===== src/rtl/gcd_pkg.sv =====
// Shared types for the GCD equivalence checker: controller states and the
// step-engine variants that the miter pits against each other.
package gcd_pkg;

  typedef enum logic [1:0] {
    IDLE = 2'd0,
    RUN  = 2'd1,
    CMP  = 2'd2,
    DONE = 2'd3
  } gcdState_e;

  // Engine variants: plain subtract-only versus subtract-with-swap
  localparam logic MODE_SUB  = 1'b0;
  localparam logic MODE_SWAP = 1'b1;

  // An engine is finished once either operand is zero or both are equal
  function automatic logic isTerminal(input logic zeroA, input logic zeroB,
                                      input logic equalAB);
    return zeroA || zeroB || equalAB;
  endfunction

endpackage


===== src/rtl/gcd_step_engine.sv =====
// One GCD datapath that takes a single step per enabled clock and then
// freezes its operands, result and step counter once it has finished.
module gcd_step_engine
  import gcd_pkg::*;
#(
  parameter int   W     = 8,
  parameter int   CNT_W = W + 2,
  parameter logic MODE  = MODE_SUB
) (
  input  logic             clk,
  input  logic             reset,
  input  logic             load_i,
  input  logic             step_i,
  input  logic [W-1:0]     a_i,
  input  logic [W-1:0]     b_i,
  output logic [W-1:0]     res_o,
  output logic             fin_o,
  output logic [CNT_W-1:0] cycles_o
);

  localparam logic [CNT_W-1:0] CNT_ONE = {{(CNT_W-1){1'b0}}, 1'b1};
  localparam logic [CNT_W-1:0] CNT_MAX = {CNT_W{1'b1}};

  logic [W-1:0]     a_q, a_d;
  logic [W-1:0]     b_q, b_d;
  logic [W-1:0]     res_q, res_d;
  logic             fin_q, fin_d;
  logic [CNT_W-1:0] cnt_q, cnt_d;

  // The terminating step still counts, so the counter moves before the
  // operand comparison decides whether this is the last step.
  always_comb begin
    a_d   = a_q;
    b_d   = b_q;
    res_d = res_q;
    fin_d = fin_q;
    cnt_d = cnt_q;
    if (load_i) begin
      a_d   = a_i;
      b_d   = b_i;
      res_d = '0;
      fin_d = 1'b0;
      cnt_d = '0;
    end else if (step_i && !fin_q) begin
      if (cnt_q != CNT_MAX) begin
        cnt_d = cnt_q + CNT_ONE;
      end
      if (isTerminal(a_q == '0, b_q == '0, a_q == b_q)) begin
        res_d = (a_q == '0 || b_q == '0) ? (a_q | b_q) : a_q;
        fin_d = 1'b1;
      end else if (a_q > b_q) begin
        a_d = a_q - b_q;
      end else if (MODE == MODE_SWAP) begin
        a_d = b_q;
        b_d = a_q;
      end else begin
        b_d = b_q - a_q;
      end
    end
  end

  always_ff @(posedge clk) begin
    if (reset) begin
      a_q   <= '0;
      b_q   <= '0;
      res_q <= '0;
      fin_q <= 1'b0;
      cnt_q <= '0;
    end else begin
      a_q   <= a_d;
      b_q   <= b_d;
      res_q <= res_d;
      fin_q <= fin_d;
      cnt_q <= cnt_d;
    end
  end

  assign res_o    = res_q;
  assign fin_o    = fin_q;
  assign cycles_o = cnt_q;

endmodule


===== config.mk =====
export PLATFORM = sky130hd
export DESIGN_NAME = gcd_step_engine
export DESIGN_NICKNAME = d
export VERILOG_FILES = /design/src/rtl/gcd_pkg.sv /design/src/rtl/gcd_step_engine.sv
export SDC_FILE = /design/constraint.sdc
export NUM_CORES = 1
export LEC_CHECK = 0
export CAP_MARGIN = 20
export CORE_ASPECT_RATIO = 1.4
export CORE_MARGIN = 3
export CORE_UTILIZATION = 54
export CTS_CLUSTER_SIZE = 25
export DETAILED_ROUTE_END_ITERATION = 8
export PLACE_DENSITY = 0.8
export SLEW_MARGIN = 10
export SYNTH_ARGS = -nofsm -noshare
export SYNTH_HDL_FRONTEND = slang
export SYNTH_SLANG_ARGS = --single-unit

===== constraint.sdc =====
create_clock -name clk -period 2.6 [get_ports clk]
set_input_delay 0.52 -clock clk [delete_from_list [all_inputs] [get_ports clk]]
set_output_delay 0.52 -clock clk [all_outputs]
set_load 0.1 [all_outputs]

==> impl_metrics.ini <==
[floorplan]
die_area_um2 = 5430
die_y_um = 86.0
num_rows = 28
core_um2 = 4310
ioPinCount = 39
die_x_um = 63.1
start_util = 0.573

[logic_synthesis]
ys.flop_type = dfxtp_1
synth_edf_count = 0
syn_avg_cell_area_um2 = 8.36
ys_seq_area_frac = 0.284
yosysTopAreaCell = dfxtp_1
synth_area_leaders = dfxtp_1 28%, ha_1 12%, nand2_1 5.2%, a21oi_1 4.3%, xnor2_1 3.5%
synth_top_area_share = 0.284
synth_nets = 341
ys_warn_count = 0
syn_area_um2 = 2470
yosysUniqueCellTypes = 54
synthArstFlopShare = 0
yosys_register_bits = 35
synth_cells = 295

[drt]
wire_per_inst_um = 14.6
ant_nets = 0
drt_iter0_drc = 107
vias_per_cell = 5.51
drtPass1Iterations = 4
vias = 2175
drc = 0
routed_wirelength_mm = 5.79

[sta]
fin_crit_ns = 2.46
fmax_mhz = 407
maxSlewViolCount = 0
clock_skew_ns = 0.0111
hold_viol = 0
period_share = 0.946
worstMarginPinSlew_ns = 0.635
relSlewSlack = 0.575
rsz0062_at_grt = false
setup_tns_ns = 0
setup_viol = 0

[power_and_ir_drop]
p_sw_w = 0.000785
p_leak_nw = 1.15
pwr-share-seq = 0.320
sw_frac_of_total = 0.406
combinationalPowerShare = 0.471
ir_worst_vdd_v = 0.000406
internal_power_w = 0.00115
p_clk_frac = 0.209
powerDensity_nw_per_um2 = 653

[run]
max_cap_violations = 0

[placement]
detailed_place_hpwl_mm = 4.50
port-buffer-count = 38
place_area_um2 = 2850
routabilityCongestion = 0.932

[final_layout]
diodes = 0
final_area_um2 = 2960
final_nets = 381
drive_gt1_frac = 0.155
area_growth_syn_to_layout_pct = 20.0
utilization = 0.687

[cts]
cts_tree = built
cts_max_level = 2
cts_buffers = 5
clock-sinks = 35
insertion_delay_ns = 0.29
holdBufCountCts = 0
cts-root-buf = clkbuf_8
cts.reportedPaths.clkPinSlew_ns = 0.08
cts_buffer_depth = 2

[grt]
grt_pass1_wl_mm = 9.84
grt_overflow = 0
antenna_found_initial = 0
grt_usage = 0.227
grt_max_degree = 26
first_global_vias = 2143

[critical_path]
path_class = flop to flop
worstSetupEndpoint = a_q[2]$_SDFFE_PP0P_
worstSetupStartpoint = a_q[0]$_SDFFE_PP0P_
path_cells = inv_1 -> ha_1 -> fa_1 -> nor3_2 -> o31ai_2 -> nand4b_2 -> nor2b_4 -> nor2_1 -> a2111oi_2
startpoint_type = flop
cp_max_fo = 7
rr_worst_depth = 9
required_ns = 2.79
worstReg2RegEnd = a_q[2]$_SDFFE_PP0P_
r2r_slack_ns = 0.14
worst_path_max_delay_cell = dfxtp_1
timing.rr.start = a_q[0]$_SDFFE_PP0P_
cp.arrival_ns = 2.65
cp-end-kind = flop
max_stage_delay_ns = 0.42

[outcome]
outcome = finished clean

[min_path]
min_path_type = flop to flop
## final cells by class
type	instances	area, um2
clock buffers	6	82.6
clock inverters	1	5.00
fillers	389	1350
inverters	22	82.6
multi-input cells	223	1610
flip-flops and latches	35	701
well taps	60	75.1
repair buffers	48	408
## layer usage
layer | global-route usage | share of wire
met5 | 0 | 0
met4 | 0.102 | 0.024
met3 | 0.0354 | 0.036
met2 | 0.415 | 0.52
met1 | 0.256 | 0.42
## power by group through the flow
stage               clock network [W]  logic, W  registers, W
floorplan                           0  0.000632      0.000697
CTS                          0.000413  0.000889      0.000617
global route                 0.000434  0.000997      0.000623
detailed placement                  0  0.000881      0.000630
finish                       0.000404  0.000910      0.000618
global placement                    0  0.000875      0.000629
## Yosys cell counts (5+ instances only)
cell	instances
dfxtp_1	35
clkbuf_1	8
nor2_1	21
a21oi_1	21
xor2_1	9
nand2_1	34
or4_1	5
nor4_1	6
ha_1	24
inv_1	20
o21bai_1	8
nor3_1	6
nand3_1	8
xnor2_1	10
o211ai_1	9
## sequential cells by signal, indices dropped and copies added, names as in the netlist
signal    flops
fin_o         1
res_o         8
a_q           8
b_q           8
cycles_o     10
## critical path, delay by kind of cell, from the launching register on
kind	cells	cell delay (ns)
simple gates	4	0.74
buf+inv	1	0.09
fa+ha+maj	2	0.65
compound gates	2	0.47
flops	1	0.42
## through the flow
stage | setup slack, ns | power [W] | instances | hold WS (ns)
global placement | 0.204 | 0.00150 | 387 | 0.441
CTS | 0.101 | 0.00192 | 394 | 0.455
detailed placement | 0.132 | 0.00151 | 387 | 0.446
floorplan | 0.115 | 0.00133 | 295 | 0.500
global route | 0.0103 | 0.00205 | 395 | 0.482
finish | 0.140 | 0.00193 | 395 | 0.453
## worst min-delay path by stage
stage                     startpoint                     to  slack (ns)  depth (start not counted)
2_1_floorplan    a_q[0]$_SDFFE_PP0P_    a_q[0]$_SDFFE_PP0P_        0.50                          2
3_3_place_gp   res_o[7]$_SDFFE_PP0P_  res_o[7]$_SDFFE_PP0P_        0.44                          2
3_5_place_dp   res_o[5]$_SDFFE_PP0P_  res_o[5]$_SDFFE_PP0P_        0.45                          2
4_1_cts        res_o[5]$_SDFFE_PP0P_  res_o[5]$_SDFFE_PP0P_        0.45                          2
5_1_grt        res_o[1]$_SDFFE_PP0P_  res_o[1]$_SDFFE_PP0P_        0.48                          2
6_report       res_o[0]$_SDFFE_PP0P_  res_o[0]$_SDFFE_PP0P_        0.45                          2
## cells by family after synthesis
kind of cell,count (synthesis),synth area share
multiplexers,2,0.00811
XOR/XNOR,19,0.0674
AND/OR/NAND/NOR,110,0.240
adder cells (fa/ha/maj),26,0.138
buffers and inverters,37,0.0695
flip-flops,35,0.284
AO/OA/AOI/OAI,66,0.193
## cell usage in the layout, fill, tap and decap left out, types with 6 or more instances in the layout
cell type / instances
clkdlybuf4s50_1: 19
inv_1: 20
clkbuf_8: 6
nor2_1: 21
xor2_1: 9
a21oi_1: 21
nor3_1: 6
nand2_1: 34
xnor2_1: 10
o211ai_1: 9
dfxtp_1: 35
buf_4: 29
o21bai_1: 8
ha_1: 24
nand3_1: 8
## repair_timing
action	4_1_cts	5_1_grt
gates resized for setup	0	2
setup endpoints to repair	0	3
setup buffers	0	1
No activity file was read; power rests on OpenSTA's default activity.
==> patch 1, RTL diff (same settings) <==
The parameter `W` goes from 8 to 6.
--- a/src/rtl/gcd_step_engine.sv
+++ b/src/rtl/gcd_step_engine.sv
@@ -3,7 +3,7 @@
 module gcd_step_engine
   import gcd_pkg::*;
 #(
-  parameter int   W     = 8,
+  parameter int   W     = 6,
   parameter int   CNT_W = W + 2,
   parameter logic MODE  = MODE_SUB
 ) (
Interface: changed (resized a_i, b_i, cycles_o and res_o); port bits go from 39 to 31. No check against the original RTL was run, so the function may have changed too.
==> patch 1 against the original RTL <==
  * First-iteration DRC count fell by 17%
  * Worst setup slack got worse by 23 ps
  * Combinational power fell by 12%
  * Total power fell by 22%
  * Synthesized area fell by 26%
  * Cell area fell by 20%
  * Routed wire length fell by 20%
  * Sequential cell count fell by 8
==> patch 1: results <==
{
  "status": "finished, final reports clean",
  "htreeDepth": 1,
  "hpwlAfterDp_mm": 3.72,
  "tightest_slew_ps": 1050,
  "wl_met2_mm": 2.43,
  "cp_max_fo": 5,
  "r2r_cells": 8,
  "wl_met3_um": 177,
  "track_usage_pct": 23.2,
  "synth_cell_types": 45,
  "drt_iter0_drc": 89,
  "syn_nets": 251,
  "clk_latency_ps": 270,
  "skew_ps": 2.08,
  "peakVddDrop_uv": 492,
  "cts-buffers-inserted": 3,
  "wl_met1_mm": 1.79,
  "yosysSeqAreaShare_pct": 29.5,
  "cp_slowest_cell": "fa_1",
  "fill_cells": 244,
  "hold_ws_ps": 457,
  "slowest_delay_ps": 450,
  "io_buffers": 30,
  "met2_usage_pct": 45.0,
  "leakagePower_nw": 0.939,
  "hold_start": "res_o[3]",
  "ys_top_cells_by_count": "dfxtp_1, nor2_1, nand2_1"
}
patch 1: cell count changes in the layout (fill, tap and decap cells not counted), sizes merged, moves of 5 or more:
cell,unedited run,this run
nand2,34,19
buf,29,42
a21oi,21,12
dfxtp,35,27
or4,7,0
xor2,9,2
ha,24,18
o211ai,11,5
o21bai,8,3
patch 1: final cells by class:
cell class                 instances  area [um^2]  share of cell area, %
clock buffer                       4         45.0                   1.91
tap                               39         48.8                   2.06
sequential                        27          541                   22.9
multi-input combinational        163         1200                   50.6
timing repair buffer              57          465                   19.7
inverter                          18         67.6                   2.86
patch 1: through the flow:
step           std cells  cell area [um^2]  worst slack (ps)  TNS [ps]
2_1_floorplan        215              1830               315         0
3_3_place_gp         303              2300              5.29         0
3_5_place_dp         303              2300             -9.62     -9.62
4_1_cts              307              2350              70.0         0
5_1_grt              308              2360              2.34         0
6_report             308              2360               117         0
patch 1: timing repair:
action | CTS | global route
resized for setup | 0 | 1
endpoints found under the setup margin | 0 | 8
setup buffers | 0 | 1
patch 1: cells by family after synthesis:
group | count (synthesis) | share of synthesized area (%)
AOI/OAI and AO/OA | 57 | 24.5
xor gates and xnor gates | 12 | 5.74
adders and majority gates | 20 | 14.5
buffers and inverters | 25 | 5.67
DFF | 27 | 29.5
muxes | 1 | 0.547
and+or+nand+nor | 73 | 19.5
patch 1: critical path: cells and delay by family, from the launching register on:
kind | cells | cell delay [ps]
AOI/OAI and AO/OA | 3 | 940
adders and majority gates | 2 | 680
buffers and inverters | 2 | 250
DFF | 1 | 440
and+or+nand+nor | 1 | 70
patch 1: report_power, final:
| group | switching [mW] | leakage [nW] | internal [mW] |
|---|---|---|---|
| Clock | 0.134 | 0.0228 | 0.110 |
| Combinational | 0.461 | 0.695 | 0.342 |
| Sequential | 0.0233 | 0.221 | 0.446 |
==> patch 2, RTL diff (same flow settings) <==
Without the edit above. Take the reset off `a_q` and load it in a clocked block of its own.
--- a/src/rtl/gcd_step_engine.sv
+++ b/src/rtl/gcd_step_engine.sv
@@ -61,18 +61,20 @@
 
   always_ff @(posedge clk) begin
     if (reset) begin
-      a_q   <= '0;
       b_q   <= '0;
       res_q <= '0;
       fin_q <= 1'b0;
       cnt_q <= '0;
     end else begin
-      a_q   <= a_d;
       b_q   <= b_d;
       res_q <= res_d;
       fin_q <= fin_d;
       cnt_q <= cnt_d;
     end
+  end
+
+  always_ff @(posedge clk) begin
+    a_q <= a_d;
   end
 
   assign res_o    = res_q;
Formal check against the unedited RTL: not equivalent (Yosys sat finds a counterexample within 4 cycles, from zero or initial values and one cycle with reset high).
==> patch 2 against the original RTL <==
  * Synthesized area is 4.0% higher
  * Clock skew is 2.8 ps lower
  * Non-clock buffer count is 4 higher
  * Worst setup slack better by 46 ps
  * Total power is 52% higher
  * Cell area is 4.2% higher
  * Routed wire length is 12% higher
  * Combinational power is 92% higher
  * Sequential cell count stayed put
  * Count of clock-buffer cells in the layout is 1 higher
  * Worst hold slack better by 2.2 ps
  * Largest cell class unchanged
==> patch 2: results <==
{
  "status": "finished, final reports clean",
  "yosysSeqAreaShare_pct": 30.4,
  "fill_cells": 403,
  "crit_arrival_ps": 2580,
  "grt_pass1_vias": 2297,
  "peakVddDrop_uv": 511,
  "ff2ff_setup_slack_ps": 190,
  "skew_ps": 8.30,
  "layout-drive-gt1-share_pct": 14.5,
  "leakagePower_nw": 1.18,
  "cp_slowest_cell": "ha_1",
  "hold_start": "res_o[6]",
  "relSlewSlack_pct": 70.3,
  "worstHoldEndpoint": "res_o[6]",
  "drt_iter0_drc": 147,
  "p_int_mw": 1.60,
  "cp_max_fo": 11,
  "grt_pass1_wl_mm": 10.6,
  "final_nets": 396,
  "r2r_cells": 8,
  "reg2reg_from": "a_q[2]",
  "track_usage_pct": 24.0,
  "gp_congestion": 0.910,
  "synth_cell_types": 51,
  "slowest_delay_ps": 440,
  "routedWlPerCell_um": 15.7,
  "syn_nets": 355,
  "ys_top_cells_by_count": "dfxtp_1, inv_1, nand2_1",
  "synth.area.top_cells": "dfxtp_1, ha_1, edfxtp_1, o21ai_0, inv_1",
  "hpwlAfterDp_mm": 5.13
}
-- patch 2: worst max-delay path by stage --
| stage | from | endpoint | slack (ps) | cells after the start |
|---|---|---|---|---|
| final | a_q[2] | b_q[3] | 190 | 8 |
| after global routing | a_q[2] | b_q[4] | 20 | 8 |
| after CTS | a_q[2] | b_q[2] | 160 | 8 |
| after detailed placement | a_q[2] | b_q[3] | 180 | 8 |
| after global placement | step_i | b_q[0] | 250 | 6 |
| after floorplan | a_q[0] | a_q[0] | 330 | 9 |
-- patch 2: power by group through the flow --
stage	combinational, mW	sequential, mW	clock (mW)
2_1_floorplan	1.19	0.841	0
3_3_place_gp	1.67	0.780	0
3_5_place_dp	1.69	0.785	0
4_1_cts	1.71	0.774	0.406
5_1_grt	1.90	0.788	0.424
6_report	1.75	0.775	0.399
-- patch 2: stage by stage --
stage / cell area, um^2 / hold slack, ps / setup slack [ps] / instances / total power, mW
floorplan: 2560 / 608 / 326 / 309 / 2.03
global placement: 2990 / 440 / 248 / 405 / 2.45
detailed placement: 2990 / 448 / 179 / 405 / 2.47
CTS: 3080 / 456 / 158 / 413 / 2.89
global route: 3080 / 474 / 22.9 / 413 / 3.11
finish: 3080 / 455 / 187 / 413 / 2.93
-- patch 2: logic make-up after synthesis --
logic type / after synthesis / synth area share, %
buf+inv: 45 / 7.61
flops: 35 / 30.4
xor+xnor: 11 / 3.76
mux: 1 / 0.439
fa+ha+maj: 26 / 13.3
compound gates: 86 / 23.0
simple gates: 105 / 21.5
-- patch 2: layout make-up --
class	count	area [um^2]	share of cell area [%]
clock buffer	7	86.3	2.80
clock inverter	1	5.00	0.162
inverter	27	101	3.29
multi-input combinational	229	1600	51.7
sequential	35	781	25.3
tap	62	77.6	2.52
timing repair buffer	52	438	14.2
-- patch 2: routing by layer --
metal  up-vias  part of all wire [%]  track usage (%)
met1      1156                    37             26.0
met3        24                   6.0             3.98
met5         -                     0                0
li1       1194                     -                -
met4         0                   4.0             14.0
met2        84                    53             43.6
-- patch 2: worst max-delay path, delay by kind of cell (launching register included) --
kind,cells,cell delay [ps]
buffers and inverters,2,280
DFF,1,430
and+or+nand+nor,1,300
AOI/OAI and AO/OA,4,840
adders and majority gates,1,440
-- patch 2: repair_timing --
action                     CTS  global route
resized for setup            0             2
buffers inserted             0             0
setup endpoints to repair    0             4
